**src/rtl/instr_encoder_if.sv**
```systemverilog
// rtl/instr_encoder_if.sv - field/word handshake bundle for the RV32I instruction encoder
interface instr_encoder_if #(
    parameter int DEPTH  = 4,
    parameter int ADDR_W = 12
);
    logic                       in_valid_i;
    logic                       in_ready_o;
    logic [4:0]                 opcode_i;
    logic [4:0]                 rd_addr_i;
    logic [4:0]                 rs1_addr_i;
    logic [4:0]                 rs2_addr_i;
    logic [31:0]                imm_i;
    logic [3:0]                 alu_op_i;
    logic                       addr_clr_i;
    logic                       instr_valid_o;
    logic                       instr_ready_i;
    logic [31:0]                instr_o;
    logic [ADDR_W-1:0]          instr_addr_o;
    logic [$clog2(DEPTH):0]     count_o;
    logic                       err_o;

    modport slave (
        input  in_valid_i, opcode_i, rd_addr_i, rs1_addr_i, rs2_addr_i, imm_i, alu_op_i,
        input  addr_clr_i, instr_ready_i,
        output in_ready_o, instr_valid_o, instr_o, instr_addr_o, count_o, err_o
    );

    modport master (
        output in_valid_i, opcode_i, rd_addr_i, rs1_addr_i, rs2_addr_i, imm_i, alu_op_i,
        output addr_clr_i, instr_ready_i,
        input  in_ready_o, instr_valid_o, instr_o, instr_addr_o, count_o, err_o
    );
endinterface

```
**src/rtl/instr_encoder.sv**
```systemverilog
// rtl/instr_encoder.sv - RV32I field encoder with output FIFO and program address counter (optional ENC_CHECK_EN)
module instr_encoder #(
    parameter int                n         = 32,
    parameter int                DEPTH     = 4,
    parameter int                ADDR_W    = 12,
    parameter logic [ADDR_W-1:0] BASE_ADDR = '0
) (
    input  logic            clk_i,
    input  logic            rst_ni,
    instr_encoder_if.slave  bus
);
    localparam int                 PTR_W    = $clog2(DEPTH);
    localparam int                 CNT_W    = PTR_W + 1;
    localparam logic [CNT_W-1:0]   FULL_CNT = CNT_W'(DEPTH);

    localparam logic [4:0] OP_LOAD   = 5'd0;
    localparam logic [4:0] OP_IALU   = 5'd4;
    localparam logic [4:0] OP_AUIPC  = 5'd5;
    localparam logic [4:0] OP_STORE  = 5'd8;
    localparam logic [4:0] OP_R      = 5'd12;
    localparam logic [4:0] OP_LUI    = 5'd13;
    localparam logic [4:0] OP_BRANCH = 5'd24;
    localparam logic [4:0] OP_JALR   = 5'd25;
    localparam logic [4:0] OP_JAL    = 5'd27;

    logic [31:0]       mem [DEPTH];
    logic [PTR_W-1:0]  wr_ptr;
    logic [PTR_W-1:0]  rd_ptr;
    logic [CNT_W-1:0]  count;
    logic [ADDR_W-1:0] addr;

    logic        accept;
    logic        push;
    logic        pop;
    logic [31:0] enc_word;
    logic [31:0] imm;
    logic [4:0]  rd;
    logic [4:0]  rs1;
    logic [4:0]  rs2;
    logic [2:0]  f3;
    logic        b30;

    assign imm = bus.imm_i;
    assign rd  = bus.rd_addr_i;
    assign rs1 = bus.rs1_addr_i;
    assign rs2 = bus.rs2_addr_i;
    assign f3  = bus.alu_op_i[2:0];
    assign b30 = bus.alu_op_i[3];

    always_comb begin
        enc_word = 32'h0000_0013;
        case (bus.opcode_i)
            OP_R:      enc_word = {1'b0, b30, 5'b0, rs2, rs1, f3, rd, 7'b0110011};
            OP_IALU: begin
                // Shift-immediates carry the arithmetic/logical select in bit 30
                if (f3 == 3'b001 || f3 == 3'b101)
                    enc_word = {1'b0, b30, 5'b0, imm[4:0], rs1, f3, rd, 7'b0010011};
                else
                    enc_word = {imm[11:0], rs1, f3, rd, 7'b0010011};
            end
            OP_LOAD:   enc_word = {imm[11:0], rs1, f3, rd, 7'b0000011};
            OP_JALR:   enc_word = {imm[11:0], rs1, 3'b000, rd, 7'b1100111};
            OP_STORE:  enc_word = {imm[11:5], rs2, rs1, f3, imm[4:0], 7'b0100011};
            OP_BRANCH: enc_word = {imm[12], imm[10:5], rs2, rs1, f3, imm[4:1], imm[11], 7'b1100011};
            OP_JAL:    enc_word = {imm[20], imm[10:1], imm[11], imm[19:12], rd, 7'b1101111};
            OP_LUI:    enc_word = {imm[31:12], rd, 7'b0110111};
            OP_AUIPC:  enc_word = {imm[31:12], rd, 7'b0010111};
            default:   enc_word = 32'h0000_0013;
        endcase
    end

    assign bus.in_ready_o    = (count < FULL_CNT);
    assign bus.instr_valid_o = (count != '0);
    assign accept            = bus.in_valid_i & bus.in_ready_o;
    assign pop               = bus.instr_valid_o & bus.instr_ready_i;

`ifdef ENC_CHECK_EN
    logic enc_bad;
    logic fits12;
    logic fits13;
    logic fits21;
    logic err;

    // A value fits a k-bit signed field when all bits from k-1 upward agree
    assign fits12 = (&imm[31:11]) | ~(|imm[31:11]);
    assign fits13 = (&imm[31:12]) | ~(|imm[31:12]);
    assign fits21 = (&imm[31:20]) | ~(|imm[31:20]);

    always_comb begin
        enc_bad = 1'b0;
        case (bus.opcode_i)
            OP_R:                        enc_bad = 1'b0;
            OP_IALU, OP_LOAD, OP_JALR,
            OP_STORE:                    enc_bad = ~fits12;
            OP_BRANCH:                   enc_bad = ~fits13 | imm[0];
            OP_JAL:                      enc_bad = ~fits21 | imm[0];
            OP_LUI, OP_AUIPC:            enc_bad = |imm[11:0];
            default:                     enc_bad = 1'b1;
        endcase
    end

    assign push = accept & ~enc_bad;

    always_ff @(posedge clk_i) begin
        if (!rst_ni || bus.addr_clr_i)
            err <= 1'b0;
        else if (accept && enc_bad)
            err <= 1'b1;
    end

    assign bus.err_o = err;
`else
    assign push      = accept;
    assign bus.err_o = 1'b0;
`endif

    always_ff @(posedge clk_i) begin
        if (push)
            mem[wr_ptr] <= enc_word;
    end

    always_ff @(posedge clk_i) begin
        if (!rst_ni) begin
            wr_ptr <= '0;
            rd_ptr <= '0;
            count  <= '0;
        end else begin
            if (push)
                wr_ptr <= wr_ptr + 1'b1;
            if (pop)
                rd_ptr <= rd_ptr + 1'b1;
            case ({push, pop})
                2'b10:   count <= count + 1'b1;
                2'b01:   count <= count - 1'b1;
                default: count <= count;
            endcase
        end
    end

    // Clear takes priority over the pop increment; the popped word already saw the old address
    always_ff @(posedge clk_i) begin
        if (!rst_ni || bus.addr_clr_i)
            addr <= BASE_ADDR;
        else if (pop)
            addr <= addr + ADDR_W'(4);
    end

    assign bus.instr_o      = bus.instr_valid_o ? mem[rd_ptr] : 32'h0;
    assign bus.instr_addr_o = addr;
    assign bus.count_o      = count;
endmodule
```
**src/flat_wrapper.sv**
```systemverilog
// flat-port wrapper written by rule: the top's interface ports become plain ports
module instr_encoder_flat 
#(
    parameter int                n         = 32,
    parameter int                DEPTH     = 4,
    parameter int                ADDR_W    = 12,
    parameter logic [ADDR_W-1:0] BASE_ADDR = '0
)
  (clk_i, rst_ni, bus_in_valid_i, bus_opcode_i, bus_rd_addr_i, bus_rs1_addr_i, bus_rs2_addr_i, bus_imm_i, bus_alu_op_i, bus_addr_clr_i, bus_instr_ready_i, bus_in_ready_o, bus_instr_valid_o, bus_instr_o, bus_instr_addr_o, bus_count_o, bus_err_o);
  instr_encoder_if #(.DEPTH(DEPTH), .ADDR_W(ADDR_W)) bus_i ();
  input  logic clk_i;
  input  logic rst_ni;
  input wire logic [$bits(bus_i.in_valid_i)-1:0] bus_in_valid_i;
  input wire logic [$bits(bus_i.opcode_i)-1:0] bus_opcode_i;
  input wire logic [$bits(bus_i.rd_addr_i)-1:0] bus_rd_addr_i;
  input wire logic [$bits(bus_i.rs1_addr_i)-1:0] bus_rs1_addr_i;
  input wire logic [$bits(bus_i.rs2_addr_i)-1:0] bus_rs2_addr_i;
  input wire logic [$bits(bus_i.imm_i)-1:0] bus_imm_i;
  input wire logic [$bits(bus_i.alu_op_i)-1:0] bus_alu_op_i;
  input wire logic [$bits(bus_i.addr_clr_i)-1:0] bus_addr_clr_i;
  input wire logic [$bits(bus_i.instr_ready_i)-1:0] bus_instr_ready_i;
  output wire logic [$bits(bus_i.in_ready_o)-1:0] bus_in_ready_o;
  output wire logic [$bits(bus_i.instr_valid_o)-1:0] bus_instr_valid_o;
  output wire logic [$bits(bus_i.instr_o)-1:0] bus_instr_o;
  output wire logic [$bits(bus_i.instr_addr_o)-1:0] bus_instr_addr_o;
  output wire logic [$bits(bus_i.count_o)-1:0] bus_count_o;
  output wire logic [$bits(bus_i.err_o)-1:0] bus_err_o;
  assign bus_i.in_valid_i = bus_in_valid_i;
  assign bus_i.opcode_i = bus_opcode_i;
  assign bus_i.rd_addr_i = bus_rd_addr_i;
  assign bus_i.rs1_addr_i = bus_rs1_addr_i;
  assign bus_i.rs2_addr_i = bus_rs2_addr_i;
  assign bus_i.imm_i = bus_imm_i;
  assign bus_i.alu_op_i = bus_alu_op_i;
  assign bus_i.addr_clr_i = bus_addr_clr_i;
  assign bus_i.instr_ready_i = bus_instr_ready_i;
  assign bus_in_ready_o = bus_i.in_ready_o;
  assign bus_instr_valid_o = bus_i.instr_valid_o;
  assign bus_instr_o = bus_i.instr_o;
  assign bus_instr_addr_o = bus_i.instr_addr_o;
  assign bus_count_o = bus_i.count_o;
  assign bus_err_o = bus_i.err_o;
  instr_encoder #(.n(n), .DEPTH(DEPTH), .ADDR_W(ADDR_W), .BASE_ADDR(BASE_ADDR)) u_core (.clk_i(clk_i), .rst_ni(rst_ni), .bus(bus_i));
endmodule
```
**config.mk**
```make
export PLATFORM = sky130hd
export DESIGN_NAME = instr_encoder_flat
export DESIGN_NICKNAME = d
export VERILOG_FILES = /design/src/rtl/instr_encoder_if.sv /design/src/rtl/instr_encoder.sv /design/src/flat_wrapper.sv
export SDC_FILE = /design/constraint.sdc
export NUM_CORES = 1
export LEC_CHECK = 0
export ABC_CLOCK_PERIOD_IN_PS = 2100
export BUFFER_PORTS_ARGS = -buffer_cell sky130_fd_sc_hd__buf_4
export CORE_MARGIN = 2
export CORE_UTILIZATION = 50
export CTS_CLUSTER_SIZE = 20
export DETAILED_ROUTE_END_ITERATION = 6
export PLACE_DENSITY = 0.8
export SYNTH_ARGS = -nofsm -noshare
export SYNTH_HDL_FRONTEND = slang
export SYNTH_SLANG_ARGS = --single-unit
export TNS_END_PERCENT = 20
```
**constraint.sdc**
```tcl
create_clock -name clk_i -period 2.1 [get_ports clk_i]
set_input_delay 0.315 -clock clk_i [delete_from_list [all_inputs] [get_ports clk_i]]
set_output_delay 0.315 -clock clk_i [all_outputs]
set_load 0.02 [all_outputs]
```
==> impl_metrics.tcl <==
set metrics [dict create \
    synth_xor_area_share_pct 1.88 \
    post_synth_mux_area_share_pct 11.4 \
    crit_fanout 8 \
    antenna_cells 0 \
    finalCritPeriodShare_pct 101 \
    leakagePower_nw 2.90 \
    grt.total_usage_pct 21.5 \
    port_buffers 107 \
    grt_pass1_wl_um 20600 \
    critPathBufInv 2 \
    p_seq_share_pct 34.9 \
    antenna_found_initial 0 \
    busiest_layer "met2" \
    ys_seq_area_share_pct 65.9 \
    clock_sinks 139 \
    clockBufferDepth 2 \
    switching_power_w 0.00313 \
    fin_total_pwr_w 0.0101 \
    globalRouteMet3Util_pct 5.21 \
    clkPwrFrac_pct 29.6 \
    setup_violations 4 \
    routed-via-count 3732 \
    synthArstFlopShare_pct 0 \
    worstMarginPinSlew_ns 0.560 \
    drt_iter0_drc 299 \
    hp-class "in -> reg" \
    initial_core_util_pct 50.7 \
    numCtsBuffers 17 \
    grt_use_met1_pct 29.3 \
    yosys.area_share.simple_pct 9.85 \
    dp_hpwl_um 8310 \
    cts_tree "yes" \
    synth_flop_cell "edfxtp_1" \
    avgRoutedWirePerCell_um 19.9 \
    drc 0 \
    nNetsFinal 569 \
    required_ns 1.78 \
    syn-cell-area_um2 6040 \
    fmax_ghz 0.470 \
    area_growth_pct 29.4 \
    layout-drive-gt1-share_pct 40.5 \
    syn_avg_cell_area_um2 16.0 \
    die_area_um2 13000 \
    root_buffer "clkbuf_16" \
    cp-end-kind "output pin" \
    fin_skew_ns 0.0153 \
    yosysWarnings 0 \
    die_height_um 114 \
    ios 111 \
    grt_pass1_vias 3898 \
    core_area_um2 11900 \
    slew_viol_final 0 \
    synth_edf_count 120 \
    detail-route-antenna-nets 0 \
    power.density_nw_per_um2 1290 \
    path_class "reg -> out" \
    die_width_um 114 \
    clkTransAtPathRegs_ns 0.06 \
    overflow 0 \
    htree_levels 4 \
    violations "setup timing" \
    drv_cap 0 \
    num_rows 40 \
    first_pass_iters 4 \
    synth_compound_area_share_pct 6.40 \
    clock_latency_ns 0.41 \
    max_stage_delay_ns 0.52 \
    hold_viol 0 \
    path_delay_family "multiplexers" \
    outcome "finished, violations left" \
    use_met2_pct 33.6 \
    netlist_instances 377 \
    post_drt_via_cell_ratio 5.65 \
    ys_types 51 \
    max_slew_margin_pct 62.2 \
    ys_ff_latch 139 \
    grt_setup_unrepaired "yes" \
    fin_crit_ns 2.13 \
    gp_congestion 0.888 \
    wl_um 13200 \
    path_cells "buf_12 -> mux4_2 -> nor2b_1 -> buf_4" \
    combinationalPowerShare_pct 35.5 \
    p_sw_share_pct 31.0 \
    pre_cts_slack_ns 0.0583 \
    synthAdderAreaFrac_pct 1.57 \
    peakVddDrop_v 0.000564 \
    startpoint_type "register" \
    postCtsHoldBufs 0 \
    synth_top_family_by_area "multiplexers" \
    intPower_w 0.00699 \
    worstPathArrival_ns 1.81 \
    setup_ws_ns -0.0265 \
    cpMaxStageDelayCell "mux4_2" \
    grt_max_degree 34 \
]
[worst paths after layout]
kind                         startpoint                    endpoint  slack (ns)  depth (start not counted)
max                            register              bus_instr_o[6]       -0.03                          4
min                              rst_ni       u_core.bus.count_o[0]        0.18                          2
max reg2reg       u_core.bus.count_o[2]       u_core.bus.count_o[2]        0.06                          8
min reg2reg  u_core.bus.instr_addr_o[3]  u_core.bus.instr_addr_o[3]        0.50                          2
[kinds of logic after synthesis]
group,count (synthesis)
and+or+nand+nor,103
xor gates and xnor gates,13
adders and majority gates,7
AOI/OAI and AO/OA,45
DFF,139
other,1
muxes,31
buffers and inverters,38
[per-layer routing]
layer | wire length, µm | up-vias
met5 | 0 | -
li1 | - | 1695
met4 | 192 | 0
met2 | 6510 | 147
met1 | 5600 | 1874
met3 | 856 | 16
[what timing repair did]
action,4_1_cts,5_1_grt
setup buffers,2,0
gates resized for setup,8,8
cloned,2,0
pin swaps,0,1
setup endpoints to repair,30,30
[power groups by stage]
stage	registers, W	logic [W]	clock network, W
global placement	0.00355	0.00346	0
global route	0.00356	0.00386	0.00316
floorplan	0.00357	0.00208	0
CTS	0.00353	0.00370	0.00304
detailed placement	0.00358	0.00348	0
finish	0.00354	0.00359	0.00300
[cells in the final DEF, fill, tap and decap left out, types with 3 or more instances in the layout]
master     netlist  layout
clkinv_4         0       4
nor2_1          16      16
dfxtp_1         19      16
nand3_1          4       4
nand2_1         19      19
buf_6            0       4
mux4_2          30      30
xnor2_1         10      10
conb_1           1       3
ha_1             6       5
edfxtp_1       120     120
a22o_1          18      18
and2_1          10      10
nor4b_1          3       3
nor2b_1         31      28
o21ai_0          5       5
inv_1           15      14
a222oi_1         4       4
buf_4            7     110
bufinv_16        0       3
a21oi_1          5       5
xor2_1           3       3
clkbuf_16        0      17
buf_12           0       8
nor3_1           4       4
[flip-flops by register name, indices dropped and copies added, names as in the netlist, named ones only]
register / cells
u_core.rd_ptr: 2
u_core.bus.count_o: 3
u_core.mem: 120
u_core.bus.instr_addr_o: 10
u_core.wr_ptr: 2
[final cells by class]
type,count,area (µm²)
multi-input cells,202,1920
fillers,861,4090
well taps,147,184
flip-flops and latches,139,3990
repair buffers,124,1060
inverters,17,66.3
clock buffers,18,429
clock inverters,14,170
[cells in the mapped netlist (4+ instances only)]
cell      instances  share of area, %
dfxtp_1          19               6.3
o21ai_0           5              0.41
a21oi_1           5              0.41
ha_1              6               1.2
clkbuf_1          7              0.43
xnor2_1          10               1.4
nor3_1            4              0.33
buf_4             7              0.87
inv_1            15              0.93
buf_2             6              0.50
nor2b_1          31               3.2
nand3_1           4              0.33
mux4_2           30                11
edfxtp_1        120                60
nand2_1          19               1.2
nor2_1           16              0.99
and2_1           10               1.0
a222oi_1          4              0.66
a22o_1           18               2.6
[stage by stage]
stage	TNS (ns)	instances	util (%)	hold WS, ns	cell area, µm²
floorplan	0	379	-	0.437	6070
global placement	0	627	60.1	0.480	7160
detailed placement	0	627	60.1	0.489	7160
CTS	-1.26	663	65.9	0.170	7850
global route	-1.74	661	65.7	0.184	7820
finish	-0.0530	661	65.7	0.184	7820
(Power assumes the default switching activity.)
